[config.mk]
export PLATFORM = sky130hd
export DESIGN_NAME = nxt_btn_conditioner
export DESIGN_NICKNAME = d
export VERILOG_FILES = /design/src/rtl/btn_pkg.sv /design/src/rtl/hex7seg.sv /design/src/rtl/nxt_btn_conditioner.sv
export SDC_FILE = /design/constraint.sdc
export NUM_CORES = 1
export LEC_CHECK = 0
export BUFFER_PORTS_ARGS = -buffer_cell sky130_fd_sc_hd__buf_2
export CAP_MARGIN = 30
export CORE_ASPECT_RATIO = 1.1
export CORE_MARGIN = 5
export CORE_UTILIZATION = 60
export DETAILED_ROUTE_END_ITERATION = 10
export PLACE_DENSITY_LB_ADDON = 0.05
export SLEW_MARGIN = 25
export SYNTH_ARGS = -nofsm -noshare
export SYNTH_HDL_FRONTEND = slang
export SYNTH_HIERARCHICAL = 1
export SYNTH_SLANG_ARGS = --single-unit
[constraint.sdc]
create_clock -name clk -period 5.5 [get_ports clk]
set_clock_uncertainty 0.1 [all_clocks]
set_input_delay 1.1 -clock clk [delete_from_list [all_inputs] [get_ports clk]]
set_output_delay 1.1 -clock clk [all_outputs]
set_load 0.01 [all_outputs]
[src/rtl/btn_pkg.sv]
// rtl/btn_pkg.sv - shared FSM state type and active-low hex glyph table
package btn_pkg;

  typedef enum logic [1:0] {
    ST_IDLE,
    ST_PRESS_WAIT,
    ST_HELD,
    ST_RELEASE_WAIT
  } btn_state_t;

  localparam logic [6:0] SEG_BLANK = 7'b1111111;

  // {g,f,e,d,c,b,a}, active low; entry [0] is glyph "0"
  localparam logic [15:0][6:0] SEG_GLYPHS = {
    7'b0001110, 7'b0000110, 7'b0100001, 7'b1000110,
    7'b0000011, 7'b0001000, 7'b0010000, 7'b0000000,
    7'b1111000, 7'b0000010, 7'b0010010, 7'b0011001,
    7'b0110000, 7'b0100100, 7'b1111001, 7'b1000000
  };

endpackage

[src/rtl/hex7seg.sv]
// rtl/hex7seg.sv - combinational 4-bit to active-low seven-segment decoder
module hex7seg
  import btn_pkg::*;
(
  input  logic [3:0] value,
  input  logic       blank,
  output logic [6:0] seg
);

  assign seg = blank ? SEG_BLANK : SEG_GLYPHS[value];

endmodule

[src/rtl/nxt_btn_conditioner.sv]
// rtl/nxt_btn_conditioner.sv - sync, debounce, press pulse/counter and HEX0 drive for nxt key
// Optional auto-repeat while held: define BTN_AUTOREPEAT_EN.
module nxt_btn_conditioner
  import btn_pkg::*;
#(
  parameter int unsigned DB_CYCLES      = 500_000,
  parameter bit          BTN_ACTIVE_LOW = 1'b1,
  parameter int unsigned REPEAT_DELAY   = 25_000_000,
  parameter int unsigned REPEAT_PERIOD  = 5_000_000
) (
  input  logic       clk,
  input  logic       rst,
  input  logic       btn_raw,
  output logic       btn_level,
  output logic       press_pulse,
  output logic [3:0] press_count,
  output logic [6:0] seg
);

`ifdef BTN_AUTOREPEAT_EN
  localparam int unsigned MAX_RPT    = (REPEAT_DELAY > REPEAT_PERIOD) ? REPEAT_DELAY : REPEAT_PERIOD;
  localparam int unsigned MAX_CYCLES = (DB_CYCLES > MAX_RPT) ? DB_CYCLES : MAX_RPT;
`else
  // repeat parameters are inert in this build
  localparam int unsigned MAX_CYCLES = DB_CYCLES + 0 * (REPEAT_DELAY + REPEAT_PERIOD);
`endif
  localparam int CW = $clog2(MAX_CYCLES);

  logic          p, s1, s2;
  btn_state_t    state_q, state_d;
  logic [CW-1:0] cnt_q, cnt_d;
  logic          level_d, pulse_d;
  logic          db_done;

  assign p       = btn_raw ^ BTN_ACTIVE_LOW;
  assign db_done = (cnt_q == CW'(DB_CYCLES - 1));

`ifdef BTN_AUTOREPEAT_EN
  logic [CW-1:0] rpt_q, rpt_d;
  logic          rpt_armed_q, rpt_armed_d;
  logic          rpt_last;

  // first repeat waits the long delay, later ones the short period
  assign rpt_last = (rpt_q == (rpt_armed_q ? CW'(REPEAT_PERIOD - 1) : CW'(REPEAT_DELAY - 1)));

  always_ff @(posedge clk) begin
    if (rst) begin
      rpt_q       <= '0;
      rpt_armed_q <= 1'b0;
    end else begin
      rpt_q       <= rpt_d;
      rpt_armed_q <= rpt_armed_d;
    end
  end
`endif

  always_ff @(posedge clk) begin
    if (rst) begin
      s1          <= 1'b0;
      s2          <= 1'b0;
      state_q     <= ST_IDLE;
      cnt_q       <= '0;
      btn_level   <= 1'b0;
      press_pulse <= 1'b0;
      press_count <= 4'd0;
    end else begin
      s1          <= p;
      s2          <= s1;
      state_q     <= state_d;
      cnt_q       <= cnt_d;
      btn_level   <= level_d;
      press_pulse <= pulse_d;
      if (press_pulse) press_count <= press_count + 4'd1;
    end
  end

  always_comb begin
    state_d = state_q;
    cnt_d   = cnt_q;
    level_d = btn_level;
    pulse_d = 1'b0;
`ifdef BTN_AUTOREPEAT_EN
    rpt_d       = '0;
    rpt_armed_d = 1'b0;
`endif
    case (state_q)
      ST_IDLE: begin
        if (s2) begin
          state_d = ST_PRESS_WAIT;
          cnt_d   = '0;
        end
      end
      ST_PRESS_WAIT: begin
        if (!s2) begin
          state_d = ST_IDLE;
          cnt_d   = '0;
        end else if (db_done) begin
          state_d = ST_HELD;
          cnt_d   = '0;
          level_d = 1'b1;
          pulse_d = 1'b1;
        end else begin
          cnt_d = cnt_q + CW'(1);
        end
      end
      ST_HELD: begin
        if (!s2) begin
          state_d = ST_RELEASE_WAIT;
          cnt_d   = '0;
        end
`ifdef BTN_AUTOREPEAT_EN
        else begin
          rpt_d       = rpt_last ? '0 : rpt_q + CW'(1);
          rpt_armed_d = rpt_armed_q | rpt_last;
          pulse_d     = rpt_last;
        end
`endif
      end
      ST_RELEASE_WAIT: begin
        if (s2) begin
          state_d = ST_HELD;
          cnt_d   = '0;
        end else if (db_done) begin
          state_d = ST_IDLE;
          cnt_d   = '0;
          level_d = 1'b0;
        end else begin
          cnt_d = cnt_q + CW'(1);
        end
      end
      default: begin
        state_d = ST_IDLE;
        cnt_d   = '0;
      end
    endcase
  end

  hex7seg u_hex0 (
    .value (press_count),
    .blank (1'b0),
    .seg   (seg)
  );

endmodule

==> summary.txt <==
Run status
  – Status: finished clean

Clock tree
  – Cts bufs inserted: 5
  – Post-CTS setup buffer count: 0
  – Gates resized, CTS repair: 0
  – Clock network latency to the later pin of the worst-skew pair: 0.33 ns
  – TritonCTS clock tree: done
  – Hold buffer count at CTS: 0
  – Number of clock sinks: 29
  – Maximum clock insertion buffer count: 2
  – CTS clock-pin slew for the worst setup and hold paths: 0.10 ns
  – Clock root buffer: sky130_fd_sc_hd__clkbuf_4
  – Clock H-tree levels: 2

Cells and area
  – Diodes inserted: 0
  – Fraction of final layout cells sized beyond drive strength 1: 15.58%
  – Fin nets: 242
  – Fin util: 65.87%
  – Area grow syn2layout: 7.060%
  – Count of placed standard cells in the final layout, fillers left out: 265
  – Area of all placed cells without fillers: 1973 um2

Timing
  – Transition time at the pin with the least slew margin: 0.6167 ns
  – Max-slew headroom: 58.75%
  – Final period demand of the worst path: 3.310 ns
  – Setup violators final: 0
  – Final Hold Violating Endpoints: 0
  – Max-slew violation total from the final report: 0
  – Period Utilization, post-route: 60.19%
  – Unrepaired setup endpoints after global routing: no
  – Fmax: 0.3021 GHz
  – Sum of negative setup slack: 0 ns
  – Min Hold Slack: 0.3550 ns

Synthesis
  – Ys flop type: sky130_fd_sc_hd__dfxtp_1
  – Number of enable-type register cells in the synthesized netlist: 0
  – Number of library cell types mapped by synthesis: 56
  – Register bit count reported by yosys: 29
  – Async set-reset flop share out of synthesis: 0%
  – YS warnings: 6
  – Part of the Yosys area used for sequential elements: 31.50%
  – Gate count after technology mapping: 212
  – Netlist area before placement: 1843 um2
  – Average instance area after synthesis: 8.693 um2

Setup path
  – Data required, critical path: 4.30 ns
  – FF-to-FF Start: cnt_q[0]
  – Startpoint Class: flop
  – WP data arrival: 2.11 ns
  – Largest incremental delay on the critical path: 0.56 ns
  – Critical setup path kind: flop to primary output
  – Terminus of the critical flop-to-flop path: cnt_q[7]
  – Crit path from: press_count[0]
  – Slack of the worst reg-to-reg path: 3.31 ns
  – CP cell instances: inv_1 > ha_1 > or2_2 > a311o_1 > buf_2
  – Slowest cell on crit path: sky130_fd_sc_hd__dfxtp_1
  – Largest fanout of any net on the critical path: 11
  – R2R cell count: 5
  – Kind of end point of the critical path: primary output

Routing
  – Total detailed-routing wirelength: 3722 um
  – DR iter-0 viols: 142
  – Residual DRC count: 0
  – Router iterations before antenna repair: 4
  – DR vias/cell: 6.170
  – Post-detailed-route count of antenna-violating nets: 0
  – Vias: 1635
  – Routed len/inst: 14.05 um

Worst hold path
  – Hold EP: s2
  – Class of the tightest hold or removal check: flop to flop
  – Startpoint of the lowest-slack hold path: s1
  – Hold Path Depth: 1

Global routing
  – Overall global routing resource usage: 19.03%
  – Wire length of the first global-routing pass: 6548 um
  – GRT overflow: 0
  – Maximum number of pins on one net before global-route repair: 19
  – Initial antenna violation count: 0
  – Vias in the first global route: 1452

Power
  – Static Leakage: 0.0007266 uW
  – P per Cell Area: 186.4 nW/um2
  – Largest voltage drop on the vdd net: 0.0001493 V

Die
  – Num rows: 21
  – Die Outline Area: 4281 um2
  – Die Span Y: 68.13 um
  – I/O pin cnt: 16
  – Die W: 62.85 um
  – Starting density of the core: 61.53%
  – Core Area: 2995 um2

Placed design
  – Placer's final routability congestion estimate: 0.7966
  – Number of buffers inserted by port buffering: 15
  – Estimated wirelength of the detail-placed design: 2610 um
  – Placed Instances: 257
  – Placed inst area: 1908 um2

Flow run
  – Max-Cap Viols: 0
-- area by class of cell --
| cell class | count | area, um2 |
|---|---|---|
| fillers | 256 | 1022 |
| well taps | 34 | 42.54 |
| clock inverters | 2 | 13.76 |
| flip-flops and latches | 29 | 580.6 |
| multi-input cells | 169 | 1169 |
| repair buffers | 16 | 82.58 |
| inverters | 9 | 33.78 |
| clock buffers | 6 | 51.30 |
-- cell usage in the layout, fill, tap and decap left out, types with 3 or more instances in the layout --
master and n:
sky130_fd_sc_hd__and4_1 4, sky130_fd_sc_hd__nand4_1 10, sky130_fd_sc_hd__o2111ai_1 4, sky130_fd_sc_hd__mux2i_1 4
sky130_fd_sc_hd__ha_1 9, sky130_fd_sc_hd__inv_1 9, sky130_fd_sc_hd__nor3_1 4, sky130_fd_sc_hd__o211ai_1 3
sky130_fd_sc_hd__a221o_1 3, sky130_fd_sc_hd__nand2_1 21, sky130_fd_sc_hd__clkbuf_4 5, sky130_fd_sc_hd__conb_1 7
sky130_fd_sc_hd__a21oi_1 3, sky130_fd_sc_hd__nor2b_1 3, sky130_fd_sc_hd__buf_2 15, sky130_fd_sc_hd__o311ai_0 3
sky130_fd_sc_hd__or3_1 4, sky130_fd_sc_hd__o311ai_1 4, sky130_fd_sc_hd__nand3_1 18, sky130_fd_sc_hd__nor2_1 9
sky130_fd_sc_hd__dfxtp_1 29, sky130_fd_sc_hd__xor2_1 5, sky130_fd_sc_hd__o21ai_0 6, sky130_fd_sc_hd__and3_1 6
-- worst max-delay path by stage --
stage	slack [ns]	to
floorplan	2.67	seg[1]
global placement	2.60	seg[1]
detailed placement	2.55	seg[1]
CTS	2.18	seg[1]
global route	2.08	seg[1]
finish	2.19	seg[1]
-- flip-flops by register name, summed over array words and instances (netlist names), named ones only --
register	flops
s1	1
s2	1
press_count	4
state_q	1
btn_level	1
press_pulse	1
cnt_q	19
-- power breakdown --
part | switching, uW | internal [uW]
Clock | 78.0 | 62.2
Combinational | 10.4 | 5.42
Sequential | 0.926 | 211
Total | 89.4 | 278
-- per-stage QoR --
stage               worst slack (ns)  total power (uW)
floorplan                      2.672             226.5
global placement               2.599             232.0
detailed placement             2.549             232.2
CTS                            2.177             369.8
global route                   2.076             385.2
finish                         2.190             367.8
-- routing by layer --
metal	part of all wire, %	wire [um]	track usage, %
met1	47	1740	22.20
met2	47	1751	33.81
met4	1.2	44	6.631
met5	0	0	0
met3	5.0	185	5.255
-- cell usage after synthesis, types with 2 or more instances --
library cell | n | area, um2
sky130_fd_sc_hd__mux2i_1 | 4 | 40.04
sky130_fd_sc_hd__xnor2_1 | 2 | 17.52
sky130_fd_sc_hd__or3_1 | 4 | 25.02
sky130_fd_sc_hd__nand3_1 | 18 | 90.09
sky130_fd_sc_hd__a221o_1 | 3 | 30.03
sky130_fd_sc_hd__a21oi_1 | 3 | 15.01
sky130_fd_sc_hd__or2_2 | 2 | 12.51
sky130_fd_sc_hd__buf_2 | 3 | 15.01
sky130_fd_sc_hd__o311ai_1 | 4 | 35.03
sky130_fd_sc_hd__nor3_2 | 2 | 20.02
sky130_fd_sc_hd__inv_1 | 9 | 33.78
sky130_fd_sc_hd__nand2_1 | 21 | 78.83
sky130_fd_sc_hd__o21ai_0 | 6 | 30.03
sky130_fd_sc_hd__nor2b_1 | 3 | 18.77
sky130_fd_sc_hd__o2111ai_1 | 4 | 35.03
sky130_fd_sc_hd__and4_1 | 4 | 35.03
sky130_fd_sc_hd__nand2b_1 | 2 | 12.51
sky130_fd_sc_hd__mux2_1 | 2 | 22.52
sky130_fd_sc_hd__o311ai_0 | 3 | 26.28
sky130_fd_sc_hd__nor2_1 | 9 | 33.78
sky130_fd_sc_hd__ha_1 | 9 | 112.6
sky130_fd_sc_hd__dfxtp_1 | 29 | 580.6
sky130_fd_sc_hd__xor2_1 | 5 | 43.79
sky130_fd_sc_hd__clkbuf_1 | 3 | 11.26
sky130_fd_sc_hd__buf_6 | 5 | 56.30
sky130_fd_sc_hd__and2_1 | 2 | 12.51
sky130_fd_sc_hd__and3_1 | 6 | 37.54
sky130_fd_sc_hd__a32oi_1 | 2 | 17.52
sky130_fd_sc_hd__or4_1 | 2 | 15.01
sky130_fd_sc_hd__o211ai_1 | 3 | 22.52
sky130_fd_sc_hd__nor3_1 | 4 | 20.02
sky130_fd_sc_hd__nand4_1 | 10 | 62.56
-- logic make-up (layout without fill, tap and decap cells) --
| logic type | after synthesis | in the layout | synth area share, % |
|---|---|---|---|
| compound gates | 41 | 41 | 17.52 |
| xor+xnor | 7 | 7 | 3.327 |
| fa+ha+maj | 9 | 9 | 6.110 |
| buf+inv | 20 | 33 | 6.313 |
| flops | 29 | 29 | 31.50 |
| mux | 6 | 6 | 3.394 |
| other cells | 1 | 7 | 0.2035 |
| simple gates | 99 | 99 | 31.64 |
-- worst max-delay path, delay by kind of cell, from the launching register on --
family / cells / cell delay, ns
AND/OR/NAND/NOR: 1 / 0.30
AO/OA/AOI/OAI: 1 / 0.31
adder cells (fa/ha/maj): 1 / 0.31
buffers and inverters: 2 / 0.31
flip-flops: 1 / 0.56
Power figures use the tool's default switching activity.
